**src/rtl/ram_port_arbiter_pkg.sv**
```systemverilog
// Shared definitions for the RAM port arbiter and the pipeline stages around it.
// Contents:
//   ADDR_W_DEF / DATA_W_DEF : default RAM address/data widths (reused by the
//                             fetch and memory stages)
//   ST_*                    : 2-bit arbiter FSM encodings
//   CLIENT_*                : client ids (fetch = 0, memory = 1)
package ram_port_arbiter_pkg;

    localparam int unsigned ADDR_W_DEF = 16;
    localparam int unsigned DATA_W_DEF = 8;

    localparam logic [1:0] ST_IDLE   = 2'd0;
    localparam logic [1:0] ST_ACCESS = 2'd1;
    localparam logic [1:0] ST_WAIT   = 2'd2;
    localparam logic [1:0] ST_RESP   = 2'd3;

    localparam logic CLIENT_FETCH = 1'b0;
    localparam logic CLIENT_MEM   = 1'b1;

endpackage

```
**src/rtl/ram_port_arbiter_rr_arbiter2.sv**
```systemverilog
// Two-way round-robin arbiter.
// Ports:
//   clk, rst_n : clock, asynchronous active-low reset
//   req[1:0]   : request from client 1 / client 0
//   en         : a grant may be issued this cycle
//   grant[1:0] : one-hot grant (combinational), all-zero when none
// last_grant resets to CLIENT_MEM so the first tie after reset goes to client 0.
module rr_arbiter2
    import ram_port_arbiter_pkg::*;
(
    input  logic       clk,
    input  logic       rst_n,
    input  logic [1:0] req,
    input  logic       en,
    output logic [1:0] grant
);

    logic last_grant;

    always_comb begin
        grant = '0;
        if (en) begin
            if (req == 2'b11) begin
                grant = (last_grant == CLIENT_MEM) ? 2'b01 : 2'b10;
            end else begin
                grant = req;
            end
        end
    end

    always_ff @(posedge clk or negedge rst_n) begin
        if (!rst_n) begin
            last_grant <= CLIENT_MEM;
        end else if (grant != 2'b00) begin
            last_grant <= grant[1];
        end
    end

endmodule

```
**src/rtl/ram_port_arbiter.sv**
```systemverilog
// Shares one single-port synchronous RAM between the fetch stage (client 0,
// read-only) and the memory stage (client 1, read/write). One access at a time,
// round-robin, ready arrives RAM_LATENCY+2 cycles after the grant cycle.
// Ports:
//   ram_clk, rst                        : clock, asynchronous active-low reset
//   c0_req/c0_addr -> c0_ready/c0_data  : fetch-stage read port
//   c1_req/c1_we/c1_addr/c1_wdata
//                  -> c1_ready/c1_data  : memory-stage read/write port
//   ram_we/ram_addr/ram_din, ram_dout   : RAM interface (registered read data)
module ram_port_arbiter
    import ram_port_arbiter_pkg::*;
#(
    parameter int unsigned ADDR_W      = ADDR_W_DEF,
    parameter int unsigned DATA_W      = DATA_W_DEF,
    parameter int unsigned RAM_LATENCY = 1
)
(
    input  logic              ram_clk,
    input  logic              rst,
    input  logic              c0_req,
    input  logic [ADDR_W-1:0] c0_addr,
    output logic              c0_ready,
    output logic [DATA_W-1:0] c0_data,
    input  logic              c1_req,
    input  logic              c1_we,
    input  logic [ADDR_W-1:0] c1_addr,
    input  logic [DATA_W-1:0] c1_wdata,
    output logic              c1_ready,
    output logic [DATA_W-1:0] c1_data,
    output logic              ram_we,
    output logic [ADDR_W-1:0] ram_addr,
    output logic [DATA_W-1:0] ram_din,
    input  logic [DATA_W-1:0] ram_dout
);

    localparam int unsigned     CNT_W    = (RAM_LATENCY > 1) ? $clog2(RAM_LATENCY) : 1;
    localparam logic [CNT_W-1:0] CNT_LOAD = CNT_W'(RAM_LATENCY - 1);

    logic [1:0]       state;
    logic [1:0]       grant;
    logic             grant_id;
    logic             op_write;
    logic [CNT_W-1:0] wait_cnt;
    logic             arb_en;

    // Grants are only issued from IDLE; RESP never regrants a still-high req.
    assign arb_en = (state == ST_IDLE);

    rr_arbiter2 u_arb (
        .clk   (ram_clk),
        .rst_n (rst),
        .req   ({c1_req, c0_req}),
        .en    (arb_en),
        .grant (grant)
    );

    always_ff @(posedge ram_clk or negedge rst) begin
        if (!rst) begin
            state    <= ST_IDLE;
            grant_id <= CLIENT_FETCH;
            op_write <= 1'b0;
            wait_cnt <= '0;
            c0_ready <= 1'b0;
            c1_ready <= 1'b0;
            c0_data  <= '0;
            c1_data  <= '0;
            ram_we   <= 1'b0;
            ram_addr <= '0;
            ram_din  <= '0;
        end else begin
            case (state)
                ST_IDLE: begin
                    if (grant != 2'b00) begin
                        grant_id <= grant[1];
                        op_write <= grant[1] & c1_we;
                        ram_we   <= grant[1] & c1_we;
                        ram_addr <= grant[1] ? c1_addr : c0_addr;
                        ram_din  <= grant[1] ? c1_wdata : '0;
                        state    <= ST_ACCESS;
                    end
                end
                ST_ACCESS: begin
                    // RAM samples at the end of this cycle; a write lasts one edge.
                    ram_we   <= 1'b0;
                    wait_cnt <= CNT_LOAD;
                    state    <= ST_WAIT;
                end
                ST_WAIT: begin
                    if (wait_cnt != '0) begin
                        wait_cnt <= wait_cnt - 1'b1;
                    end else begin
                        if (grant_id == CLIENT_FETCH) begin
                            if (!op_write) c0_data <= ram_dout;
                            c0_ready <= 1'b1;
                        end else begin
                            if (!op_write) c1_data <= ram_dout;
                            c1_ready <= 1'b1;
                        end
                        state <= ST_RESP;
                    end
                end
                ST_RESP: begin
                    c0_ready <= 1'b0;
                    c1_ready <= 1'b0;
                    state    <= ST_IDLE;
                end
                default: begin
                    state <= ST_IDLE;
                end
            endcase
        end
    end

endmodule

```
**config.mk**
```make
export PLATFORM = sky130hd
export DESIGN_NAME = ram_port_arbiter
export DESIGN_NICKNAME = d
export VERILOG_FILES = /design/src/rtl/ram_port_arbiter_pkg.sv /design/src/rtl/ram_port_arbiter_rr_arbiter2.sv /design/src/rtl/ram_port_arbiter.sv
export SDC_FILE = /design/constraint.sdc
export NUM_CORES = 1
export LEC_CHECK = 0
export CORE_ASPECT_RATIO = 1.75
export CORE_MARGIN = 3
export CORE_UTILIZATION = 42
export DETAILED_ROUTE_END_ITERATION = 12
export GPL_ROUTABILITY_DRIVEN = 0
export PLACE_DENSITY = 0.8
export RECOVER_POWER = 50
export REMOVE_ABC_BUFFERS = 1
export SETUP_SLACK_MARGIN = 0.15
export SLEW_MARGIN = 20
export SYNTH_ARGS = -nofsm -noshare
export SYNTH_HDL_FRONTEND = slang
export SYNTH_SLANG_ARGS = --single-unit
export TNS_END_PERCENT = 20
```
**constraint.sdc**
```tcl
create_clock -name ram_clk -period 2.16 [get_ports ram_clk]
set_input_delay 0.324 -clock ram_clk [delete_from_list [all_inputs] [get_ports ram_clk]]
set_output_delay 0.324 -clock ram_clk [all_outputs]
set_load 0.02 [all_outputs]
```
Word level (Yosys, flattened, before mapping)
Cells that the tools add are included.
- latch bits: 0
- bits in read-only memories: 0
- bits in writable memories: 0
- bits of input ports: 53
- output and inout port bits: 43
- memories: 0
- bits in registers: 49
- logic and storage cells: 55
- reductions and logical operators: 12
- order comparisons: 0
- add/sub/neg operators: 1
- multiply operators: 0
- div/mod/pow operators: 0
- multiplexer cells: 18
- shifts and indexed selects: 0
- bitwise operators: 4
- equal/unequal tests: 8
- operator list (kind ; count):
    16-bit 2-to-1 mux ; 1
    2-bit 2-to-1 mux ; 5
    8-bit 2-to-1 mux ; 1
    1-bit one-hot mux with 2 select lines ; 4
    2-bit one-hot mux with 4 select lines ; 1
    4-bit AND reduction ; 2
    2-bit nonzero test ; 4
    2-bit == test, second input constant ; 3
    1-bit 2-to-1 mux ; 6
    2-bit != test, second input constant ; 3
    2-bit AND reduction ; 3
    3-bit AND reduction ; 2
    1-bit NOT ; 3
    2-bit by 1-bit == test with 1-bit output, second input constant ; 1
    2-bit logical NOT ; 1
    2-bit by 1-bit != test with 1-bit output, second input constant ; 1
    1-bit bitwise AND ; 1
    1-bit subtractor, second input constant ; 1

Depth between registers and ports, before layout
- depth after elaboration: 6
- gate-level depth with buffers: 6
- depth with buffers taken out: 5

By module
Synthesis repeated with hierarchy kept, for this count alone.
- cell total of the unflattened synthesis: 179
- area, all modules: 2122.0 sq um
- by module, submodules not included (module ; times used ; sequential area each (sq um) ; area an instance (sq um) ; cells an instance):
    ram_port_arbiter ; 1 ; 1176.1 ; 2059.5 ; 171
    rr_arbiter2 ; 1 ; 26.3 ; 62.6 ; 8

Least setup slack after synthesis
No wires, ideal clock.
- path kind: register to register
- start point: register state[0]
- end point: register c0_data[0]
- slack: 594 ps
- cell stages (with the launch flop): 7
- period minus slack after synthesis: 1566 ps
- required time: 2035 ps
- setup time: 125 ps
- path buffers: 1
- arrival: 1441 ps
- path through: dfrtp_1 -> inv_1 -> ha_1 -> nor2b_4 -> nor2b_4 -> buf_12 -> mux2_4
- word-level cells in the longest chain between the ends: 2
- ends and longest elaborated chain (element ; line ; RTL):
    start: declaration ; ram_port_arbiter.sv:39 ; logic [1:0] state;
    start signal: assignment ; ram_port_arbiter.sv:59 ; state <= ST_IDLE;
    start signal: assignment ; ram_port_arbiter.sv:79 ; state <= ST_ACCESS;
    start signal: assignment ; ram_port_arbiter.sv:86 ; state <= ST_WAIT;
    2-bit == test ; ram_port_arbiter.sv:71 ; case (state)
    4-bit AND reduction (no source line) ; -- ;
    end signal: assignment ; ram_port_arbiter.sv:93 ; if (!op_write) c0_data <= ram_dout;
    end: declaration ; ram_port_arbiter.sv:23 ; output logic [DATA_W-1:0] c0_data,
No other way between the ends.
A chain may end at the register's enable or synchronous reset.

Final worst setup path
- start point: register state[0]
- end point: register ram_we
- word-level cells in the longest chain between the ends: 5
- elaborated cells on any way between the ends: 10
- classes of those cells: eq/ne (2); mux (3); bitwise (1); reduce/logical (4)
- ends and longest elaborated chain (element ; line ; RTL):
    2-bit logical NOT ; ram_port_arbiter.sv:47, ram_port_arbiter.sv:71 ;
    2-bit 2-to-1 mux ; ram_port_arbiter_rr_arbiter2.sv:22 ; if (en) begin
    1-bit bitwise AND or 2-bit nonzero test (tied branches) ; ram_port_arbiter.sv:76, ram_port_arbiter.sv:73 ;
    1-bit 2-to-1 mux or 2-bit by 1-bit != test with 1-bit output (tied branches) ; -- ;
    1-bit one-hot mux with 2 select lines or 2-bit AND reduction (tied branches) ; -- ;
    end signal: assignment ; ram_port_arbiter.sv:76 ; ram_we <= grant[1] & c1_we;
    end: declaration ; ram_port_arbiter.sv:30 ; output logic ram_we,
Parallel ways exist; a longest one is shown, timed or not. The select of a mux whose other input is x is not followed.

==> run metrics <==
status complete, no violations; Final Total Pwr between 4 and 5 mW; pin count of the biggest net entering global routing 49; First-pass DRT Iterations 4; r2r setup slk 270 ps; crit path to ram_we; placed cell count about 320; Worst-Margin Slew 1169 ps; Mean Syn Cell Area around 12 sq um; ratio of final minimum period to clock period between 80% and 90%; chip height 101.7 um; DRT iter0 DRCs 65; Placeable Area around 5000 sq um; CP max FO 13; pwr dens 1516 nW/um^2; max-cap violation count 0; CP Capture Type flip-flop; Reg2Reg Depth 5; post-synth top area cell dfrtp_1; Seq cells post-synth 48; cts repair resizes 0; unrepaired setup endpoints after global routing no; pre-CTS WS 280.7 ps; Post-CTS Hold Fix Bufs 0; detailed-route via count 1866; min Tclk post-route 1886 ps; Non-Filler Instances 331; worst reg2reg endpoint ram_we; clock tree sinks 48; H-tree levels 2; total CTS buffers 5; Vias/cell 5.637; Fmax achieved 530.3 MHz; area share of the largest cell type after synthesis 53.56%; CTS tree built; Critical Path RT 2350 ps; Hold Crit Class in2async; crit start category flip-flop; number of global-route vias before repair 1877; final hold violation count 0; largest buffer count on any clock path 2; static leakage 1.343 nW; n_diodes 0; critical path arrival around 2100 ps; fin util 65.43%; count of cell types in the netlist 29; endpoints failing setup 0; Routed wire per std cell between 15 and 20 um; GRT Residual Overflow 0; overall routing resource usage between 10% and 20%; Reg2Reg Launch Point state[0]; final slew viol count 0; Synth area leaders dfrtp_1, o2111ai_1, mux2_4, a31oi_1, mux2_2; kind of critical path reg2reg; VDD IR max 0.7667 mV; cell area after layout 3284 sq um; Remaining DRCs 0; placed cell areas between 3000 and 4000 sq um; TNS Setup 0 ps; hold slack 337.8 ps; P&R area growth vs syn 49.57%; row count 34; setup bufs post-CTS 0; first-pass GRT wire length 8.811 mm; Die Area 6166 sq um; Worst-path clk slew roughly 80 ps; Layout Skew 2.857 ps; layout cells sized above 1 13.00%; Routed Antenna Nets 0; initial cell density of the core 43.74%; relative slew slack 22.07%; nets@finish 334; clock root cell clkbuf_8; Die Wd 60.66 um; initial antenna violation count 0; Post-Route WL 5.594 mm; io pins 96; CP Launch Point state[0]; Mapped Cells 184; DP Wirelength roughly 4.3 mm; post-synthesis sequential area ratio 54.76%; Ys Warns 0; Post-Syn Area 2196 sq um; Clock Latency Late Sink around 290 ps; Buffers on Ports 95; setup ws final 274.4 ps
cell families (layout without fill, tap and decap cells):
family / count (synthesis) / count (layout) / synth area share [%]
buffers and inverters: 20 / 113 / 5.299
multiplexers: 17 / 17 / 10.09
AO/OA/AOI/OAI: 67 / 67 / 21.25
AND/OR/NAND/NOR: 28 / 28 / 6.325
flip-flops: 48 / 48 / 54.76
adder cells (fa/ha/maj): 4 / 4 / 2.279
registers in the layout, summed over array words and instances (netlist names), 2 cells and up:
signal    cells
ram_din       8
ram_addr     16
c0_data       8
state         2
c1_data       8
report_power, final:
part           leakage, nW  internal, mW  switching (mW)
combinational        0.714          1.31            1.32
clock               0.0642         0.455           0.282
sequential           0.565          1.36           0.261
total                 1.34          3.12            1.86
layer usage:
layer / track usage [%] / vias up / wire length, um
li1: - / 879 / -
met1: 21.47 / 896 / 2099
met2: 32.32 / 78 / 2942
met3: 5.230 / 13 / 412
met4: 7.679 / 0 / 140
met5: 0 / - / 0
cell usage after synthesis:
cell and number:
dfstp_2 1, a22o_1 9, ha_1 4, clkbuf_1 2, a21o_1 1, o2111ai_1 16
mux2_2 9, nor2_2 1, o211a_1 1, clkinv_1 1, nor2b_4 2, o21ai_0 9
nand3_1 1, buf_2 8, buf_4 4, buf_12 1, and2_1 1, o21ai_1 10
dfrtp_1 47, a21oi_1 1, mux2_4 8, nand2_1 3, a31o_2 1, o22ai_1 1
a31oi_1 17, inv_1 4, nor2_1 19, nand3b_2 1, o21a_2 1
worst max-delay path, stage by stage (launching register included):
cell     delay (ps)
dfrtp_1         410
inv_1           110
ha_1            460
o21ai_1         390
o211a_1         210
a31o_2          200
cell type report:
| type | count | area, sq um |
|---|---|---|
| flip-flops and latches | 48 | 1202 |
| clock buffers | 5 | 68.82 |
| well taps | 54 | 67.56 |
| multi-input cells | 116 | 865.8 |
| clock inverters | 2 | 60.06 |
| fillers | 402 | 1735 |
| inverters | 5 | 18.77 |
| repair buffers | 101 | 1001 |
placed cells by master, fill, tap and decap left out, types with 2 or more instances in the layout:
cell type	count
a22o_1	9
a31oi_1	17
buf_4	4
bufinv_16	2
clkbuf_8	5
clkdlybuf4s50_1	83
dfrtp_1	47
dlygate4sd3_1	11
ha_1	4
inv_1	4
mux2_2	9
mux2_4	8
nand2_1	3
nor2_1	19
o2111ai_1	16
o21ai_0	9
o21ai_1	10
how the worst min path moves through the flow:
stage	start	end	slack, ps	cells past startpoint
finish	rst	c0_data[2]	340	2
global route	rst	c0_data[2]	440	2
CTS	rst	c1_data[2]	130	2
detailed placement	rst	c1_data[2]	460	2
global placement	rst	c1_data[2]	450	2
floorplan	rst	c0_data[0]	30	0
Power figures use the tool's default switching activity.
